### src/rtl/mix_columns_seq.sv
// Iterative AES MixColumns: one column per clock through a shared GF(2^8) column mixer.
// Optional macro MIX_COLUMNS_INV_EN adds an 'inv' port selecting the inverse coefficients.
module mix_columns_seq #(
    parameter int NCOL   = 4,
    parameter int BYTE_W = 8
) (
    input  logic                         clk,
    input  logic                         reset_n,
`ifdef MIX_COLUMNS_INV_EN
    input  logic                         inv,
`endif
    input  logic                         in_valid,
    output logic                         in_ready,
    input  logic [NCOL*NCOL*BYTE_W-1:0]  in_data,
    output logic                         out_valid,
    input  logic                         out_ready,
    output logic [NCOL*NCOL*BYTE_W-1:0]  out_data,
    output logic                         busy
);

    localparam int STATE_W = NCOL * NCOL * BYTE_W;
    localparam int COL_W   = NCOL * BYTE_W;

    typedef enum logic [1:0] {
        IDLE = 2'd0,
        BUSY = 2'd1,
        DONE = 2'd2
    } state_t;

    state_t               state_q, state_d;
    logic [1:0]           col_q, col_d;
    logic [STATE_W-1:0]   wr_q, wr_d;
    logic [COL_W-1:0]     col_s;
    logic [COL_W-1:0]     mixed_s;
    logic                 accept_s;
`ifdef MIX_COLUMNS_INV_EN
    logic                 inv_q, inv_d;
`endif

    function automatic logic [BYTE_W-1:0] xtime(input logic [BYTE_W-1:0] b);
        return {b[BYTE_W-2:0], 1'b0} ^ (b[BYTE_W-1] ? 8'h1b : 8'h00);
    endfunction

    function automatic logic [COL_W-1:0] fwd_mix(input logic [COL_W-1:0] a);
        logic [7:0] a0, a1, a2, a3;
        {a0, a1, a2, a3} = a;
        return {xtime(a0) ^ xtime(a1) ^ a1 ^ a2 ^ a3,
                a0 ^ xtime(a1) ^ xtime(a2) ^ a2 ^ a3,
                a0 ^ a1 ^ xtime(a2) ^ xtime(a3) ^ a3,
                xtime(a0) ^ a0 ^ a1 ^ a2 ^ xtime(a3)};
    endfunction

`ifdef MIX_COLUMNS_INV_EN
    // 9, 11, 13 and 14 are built from x2/x4/x8 partial products
    function automatic logic [COL_W-1:0] inv_mix(input logic [COL_W-1:0] a);
        logic [7:0] b [4];
        logic [7:0] m9 [4], m11 [4], m13 [4], m14 [4];
        logic [7:0] x2, x4, x8;
        {b[0], b[1], b[2], b[3]} = a;
        for (int i = 0; i < 4; i++) begin
            x2 = xtime(b[i]);
            x4 = xtime(x2);
            x8 = xtime(x4);
            m9[i]  = x8 ^ b[i];
            m11[i] = x8 ^ x2 ^ b[i];
            m13[i] = x8 ^ x4 ^ b[i];
            m14[i] = x8 ^ x4 ^ x2;
        end
        return {m14[0] ^ m11[1] ^ m13[2] ^ m9[3],
                m9[0]  ^ m14[1] ^ m11[2] ^ m13[3],
                m13[0] ^ m9[1]  ^ m14[2] ^ m11[3],
                m11[0] ^ m13[1] ^ m9[2]  ^ m14[3]};
    endfunction
`endif

    function automatic logic [COL_W-1:0] col_get(input logic [STATE_W-1:0] s, input logic [1:0] c);
        case (c)
            2'd0:    return {s[127:120], s[95:88], s[63:56], s[31:24]};
            2'd1:    return {s[119:112], s[87:80], s[55:48], s[23:16]};
            2'd2:    return {s[111:104], s[79:72], s[47:40], s[15:8]};
            2'd3:    return {s[103:96],  s[71:64], s[39:32], s[7:0]};
            default: return 32'h0000_0000;
        endcase
    endfunction

    function automatic logic [STATE_W-1:0] col_put(input logic [STATE_W-1:0] s, input logic [1:0] c,
                                                   input logic [COL_W-1:0] v);
        logic [STATE_W-1:0] r;
        r = s;
        case (c)
            2'd0:    {r[127:120], r[95:88], r[63:56], r[31:24]} = v;
            2'd1:    {r[119:112], r[87:80], r[55:48], r[23:16]} = v;
            2'd2:    {r[111:104], r[79:72], r[47:40], r[15:8]}  = v;
            2'd3:    {r[103:96],  r[71:64], r[39:32], r[7:0]}   = v;
            default: r = s;
        endcase
        return r;
    endfunction

    assign col_s     = col_get(wr_q, col_q);
    assign in_ready  = (state_q == IDLE) | ((state_q == DONE) & out_ready);
    assign accept_s  = in_valid & in_ready;
    assign out_valid = (state_q == DONE);
    assign busy      = (state_q == BUSY);
    assign out_data  = wr_q;

    always_comb begin
        mixed_s = fwd_mix(col_s);
`ifdef MIX_COLUMNS_INV_EN
        if (inv_q) begin
            mixed_s = inv_mix(col_s);
        end else begin
            mixed_s = fwd_mix(col_s);
        end
`endif
    end

    always_comb begin
        state_d = state_q;
        col_d   = col_q;
        wr_d    = wr_q;
`ifdef MIX_COLUMNS_INV_EN
        inv_d   = inv_q;
`endif
        case (state_q)
            IDLE, DONE: begin
                if (accept_s) begin
                    state_d = BUSY;
                    col_d   = 2'd0;
                    wr_d    = in_data;
`ifdef MIX_COLUMNS_INV_EN
                    inv_d   = inv;
`endif
                end else if ((state_q == DONE) && out_ready) begin
                    state_d = IDLE;
                end else begin
                    state_d = state_q;
                end
            end
            BUSY: begin
                wr_d  = col_put(wr_q, col_q, mixed_s);
                col_d = col_q + 2'd1;
                if (col_q == 2'd3) begin
                    state_d = DONE;
                end else begin
                    state_d = BUSY;
                end
            end
            default: begin
                state_d = IDLE;
                col_d   = 2'd0;
            end
        endcase
    end

    // Reset discards any partially mixed state.
    always_ff @(posedge clk or negedge reset_n) begin
        if (!reset_n) begin
            state_q <= IDLE;
            col_q   <= 2'd0;
            wr_q    <= {STATE_W{1'b0}};
`ifdef MIX_COLUMNS_INV_EN
            inv_q   <= 1'b0;
`endif
        end else begin
            state_q <= state_d;
            col_q   <= col_d;
            wr_q    <= wr_d;
`ifdef MIX_COLUMNS_INV_EN
            inv_q   <= inv_d;
`endif
        end
    end

endmodule

### config.mk
export PLATFORM = sky130hd
export DESIGN_NAME = mix_columns_seq
export DESIGN_NICKNAME = d
export VERILOG_FILES = /design/src/rtl/mix_columns_seq.sv
export SDC_FILE = /design/constraint.sdc
export NUM_CORES = 1
export LEC_CHECK = 0
export BUFFER_PORTS_ARGS = -buffer_cell sky130_fd_sc_hd__buf_2
export CORE_ASPECT_RATIO = 1.4
export CORE_MARGIN = 2
export CORE_UTILIZATION = 55
export CTS_CLUSTER_SIZE = 10
export DETAILED_ROUTE_END_ITERATION = 10
export PLACE_DENSITY_LB_ADDON = 0.05
export SYNTH_ARGS = -nofsm -noshare
export SYNTH_HDL_FRONTEND = slang
export SYNTH_SLANG_ARGS = --single-unit
### constraint.sdc
create_clock -name clk -period 7.1 [get_ports clk]
set_clock_uncertainty 0.15 [all_clocks]
set_input_delay 0.71 -clock clk [delete_from_list [all_inputs] [get_ports clk]]
set_output_delay 0.71 -clock clk [all_outputs]
set_load 0.02 [all_outputs]
* Yosys cells after proc, flatten, opt, wreduce, memory -nomap -nowiden
Index checks and enable logic that the tools add are counted. Widths: inputs -> output; s select.
Storage, ports and cells: register bits after elaboration 132, latch bits 0, bits in writable memories 0, bits in read-only memories 0, logic and storage cells 79, memories 0
Operators by class: add/sub/neg operators 1, multipliers 0, divide/modulo/power cells 0, order comparisons 0, equality and inequality tests 11, shift operators 0, multiplexer cells 29, bitwise operators 23, reduce and logical (&&, ||, !) cells 9
Operators with widths (number):
- $pmux 128 s2 | 1
- $mux 128 | 1
- $mux 8 | 16
- $pmux 32 s4 | 1
- $xor 8x8->8 | 16
- $xor 8x5->8 | 4
- $mux 5 | 4
- $reduce_and 3->1 | 4
- $mux 2 | 4
- $ne 2x1->1 const B | 4
- $pmux 2 s2 | 2
- $eq 2x2->1 const B | 3
- $eq 2x1->1 const B | 2
- $logic_not 2->1 | 2
- $ne 3x3->1 const B | 1
- $add 2x1->2 const B | 1
- $and 1x1->1 | 2
- $ne 2x2->1 const B | 1
- $reduce_bool 2->1 | 1
- $reduce_or 2->1 | 1
- $logic_and 1x1->1 | 1
- $or 1x1->1 | 1

* Longest topological paths before layout
depth after elaboration 10, depth in mapped cells 12

* Worst setup path before layout
No wires, ideal clock.
path type flip-flop to flip-flop, start register col_q[0], end register wr_q[1] (netlist: out_data[1]), setup time 121 ps, data arrival time 2641 ps, slack 4188 ps, cell stages (with the launch flop) 11, buffers on the path 1, clock period less this slack 2912 ps, path through dfrtp_1 inv_1 ha_1 buf_2 a222oi_1 xnor2_1 o21ai_4 xor2_1 o221ai_1 a31o_2 a22o_1
On the way: longest elaborated chain between the ends 10, elaborated cells on any way between the ends 17
RTL lines:
- start, declared | RTL line 31 | logic [1:0] col_q, col_d;
- start signal, assigned | RTL line 167 | col_q <= col_d;
- $eq 2x2->1 (tied with other cells) | RTL line 77, 90
- $pmux 32 s4 | RTL line 77 | case (c)
- $mux 5 | RTL line 41 | return {b[BYTE_W-2:0], 1'b0} ^ (b[BYTE_W-1] ? 8'h1b : 8'h00);
- $xor 8x5->8 | RTL line 41
- $xor 8x8->8 (4 in a row) | RTL line 50 | xtime(a0) ^ a0 ^ a1 ^ a2 ^ xtime(a3)};
- $mux 8 | RTL line 90 | case (c)
- $pmux 128 s2 | RTL line 125 | case (state_q)
- end signal, assigned | RTL line 161 | wr_q <= {STATE_W{1'b0}};
- end signal, assigned | RTL line 168 | wr_q <= wr_d;
- end, declared | RTL line 32 | logic [STATE_W-1:0] wr_q, wr_d;
Several ways; a longest one is shown, not always the timed one. The select of a mux whose other input is x is not followed. A chain may end at the register's enable or synchronous reset.

* Worst setup path after layout
start register col_q[0], end register wr_q[41] (netlist: out_data[41])
On the way: longest elaborated chain between the ends 9, elaborated cells on any way between the ends 17
RTL lines:
- $eq 2x2->1 (tied with other cells) | RTL line 77
- $pmux 32 s4 | RTL line 77
- $mux 5 | RTL line 41
- $xor 8x5->8 | RTL line 41
- $xor 8x8->8 (3 in a row) | RTL line 49 | a0 ^ a1 ^ xtime(a2) ^ xtime(a3) ^ a3,
- $mux 8 | RTL line 90
- $pmux 128 s2 | RTL line 125
Several ways; a longest one is shown, not always the timed one. The select of a mux whose other input is x is not followed.

==> metrics.txt <==
status=complete, no violations; yosys warns=0; Worst R2R Start=col_q[0]; initial antenna violation count=0; top-area cell type share of the netlist area=39.9%; GPL Wtd Cong=0.927; flop-to-flop setup slack=3.33 ns; worst slew pin tran=1.26 ns; Final Max Tran Viols=0; top post-synthesis cells by area=dfrtp_1, xnor2_1, xor2_1, nand2_1, nor2_1; post-synth top area cell=dfrtp_1; min-delay worst type=in -> async; Top FF cell, synth=dfrtp_1; clk sinks=132; Fmax achieved=265 MHz; Cell variety after synth=35; hold slack=0.154 ns; Placed Area=9680 um2; Worst R2R End=out_data[41]; largest family of logic cells by synthesized area=compound AO/OA/AOI/OAI gates; # diodes=0; mux contribution to synthesized area=0.998%; Cells after Synth=962; CP Capture Type=flip-flop; core area=14900 um2; drt wl/cell=19.4 um; Mean Syn Cell Area=8.60 um2; Nets=1324; period utilization=53.1%; initial core utilization=55.7%; hold_buf cts=0; Die W=108 um; Post-Syn Area=8280 um2; number of I/O port buffers=262; drt drc=0; I/O Pins=263; H-tree depth=4; Synth Area in Adders=0.756%; critical path class=reg -> reg; HPWL Detailed=19.6 mm; CTS Buffer Depth=2; routed wire length=26.9 mm; async set or reset register ratio after synthesis=100%; all-layer global routing usage=33.8%; Worst setup SP type=flip-flop; first-pass GRT wire length=42.2 mm; FP Rows=53; TritonCTS clock tree=done; design area=10200 um2; synthesized flop and latch total=132; final cell count without fillers=1392; fraction of layout instances using a drive strength above 1=27.4%; DRT iter0 DRCs=888; TritonCTS buffer count=17; CTS clock-pin slew for the worst setup and hold paths=0.06 ns; root buffer selected by CTS=clkbuf_16; vias per inst=5.87; DIE HEIGHT=149 um; ANT nets after route=0; required time of the worst setup path=7.23 ns; R2R depth=10; Seq/Total Area, Yosys=39.9%; xor/xnor share of the synthesized area=18.6%; global route overflow=0; RSZ-0062 raised after global routing=no; Hold Fails Final Rpt=0; setup bufs post-CTS=0; Final Critical Period=3.77 ns; largest net degree at the start of global routing=101; Initial DRT Pass Iterations=8; Layout area overhead=23.7%; final setup vio count=0; syn nets=1099; CTS resizes=0; full die area=16100 um2; worst-path maximum fanout=25; Skew-Pair Late Insertion Delay=0.42 ns; Max-Cap Viols=0; WP data arrival=3.90 ns; CP startpoint=col_q[0]; vias in the first global route=7873; Compound-Gate Fraction of Synth Area=21.2%; Final TNS setup=0 ns; Post-Place Cells=1360; relative max-transition margin=15.8%; Simple-Gate Fraction of Synth Area=14.7%; via count=8165; Post-synth EDFFs=0
cell type report:
class	instances	area [um2]
Clock buffer	18	429
Clock inverter	14	129
Fill cell	1312	4620
Inverter	5	18.8
Multi-Input combinational cell	753	4680
Sequential cell	132	3300
Tap cell	192	240
Timing Repair Buffer	278	1440
synthesized netlist by cell type (6+ instances only):
cell type,instances
nand2_1,140
o21ai_1,6
xor2_1,67
and3_1,32
o31ai_1,28
nor2_1,118
a22o_1,10
clkbuf_1,58
xnor2_1,109
mux2i_1,6
a222oi_1,32
a21oi_1,59
dfrtp_1,132
a31oi_1,48
buf_2,6
o21ai_0,66
critical path, stage by stage, from the launching register on:
cell and delay, ns:
dfrtp_1 0.40, inv_1 0.10, ha_1 0.32, buf_4 0.28, a222oi_1 0.97, xor2_1 0.22, nor2_1 0.38, a21oi_1 0.12
xnor2_1 0.21, xnor2_1 0.30, o21ai_0 0.16
cells in the final DEF (no fill, tap or decap), types with 3 or more instances in the layout:
| cell type | count |
|---|---|
| xnor2_1 | 109 |
| a22o_1 | 10 |
| a21oi_1 | 59 |
| o21a_1 | 4 |
| o211ai_1 | 3 |
| buf_4 | 16 |
| mux2i_1 | 6 |
| clkbuf_16 | 17 |
| and3_1 | 32 |
| xor2_1 | 67 |
| a222oi_1 | 32 |
| o31ai_1 | 28 |
| o31ai_2 | 5 |
| clkinvlp_4 | 6 |
| inv_6 | 3 |
| o21ai_2 | 6 |
| ha_1 | 4 |
| inv_1 | 4 |
| nor2_1 | 118 |
| nand2_1 | 140 |
| o21ai_0 | 66 |
| a31oi_1 | 48 |
| buf_2 | 261 |
| dfrtp_1 | 132 |
through the flow:
stage | util, % | setup WS, ns
after floorplan | - | 4.19
after global placement | 65.2 | 3.62
after detailed placement | 65.2 | 3.46
after CTS | 68.9 | 3.43
after global routing | 68.9 | 3.04
final | 68.9 | 3.33
flip-flops by register name (all words and copies together) (netlist names):
register and cells:
out_data 128, col_q 2, state_q 2
logic make-up (layout without fill, tap and decap cells):
group	Yosys count	count (layout)
and+or+nand+nor	297	297
buffers and inverters	77	315
muxes	8	8
DFF	132	132
AOI/OAI and AO/OA	267	267
adders and majority gates	5	5
xor gates and xnor gates	176	176
worst max path at each step:
stage               depth (start not counted)      endpoint  slack (ns)
floorplan                                  10   out_data[1]        4.19
global placement                           10  out_data[33]        3.62
detailed placement                         10  out_data[41]        3.46
CTS                                        10  out_data[41]        3.43
global route                               10  out_data[41]        3.04
finish                                     10  out_data[41]        3.33
metal layers:
layer,part of all wire (%),vias to the layer above,global-route usage [%],wire (um)
met1,41,3906,46.7,11000
met2,49,414,54.7,13100
li1,-,3800,-,-
met4,2.0,0,10.7,529
met5,0,-,0,0
met3,8.7,45,5.42,2350
Power is not shown: default switching activity piles up to over one toggle a cycle in this logic, so the estimate is an artifact.
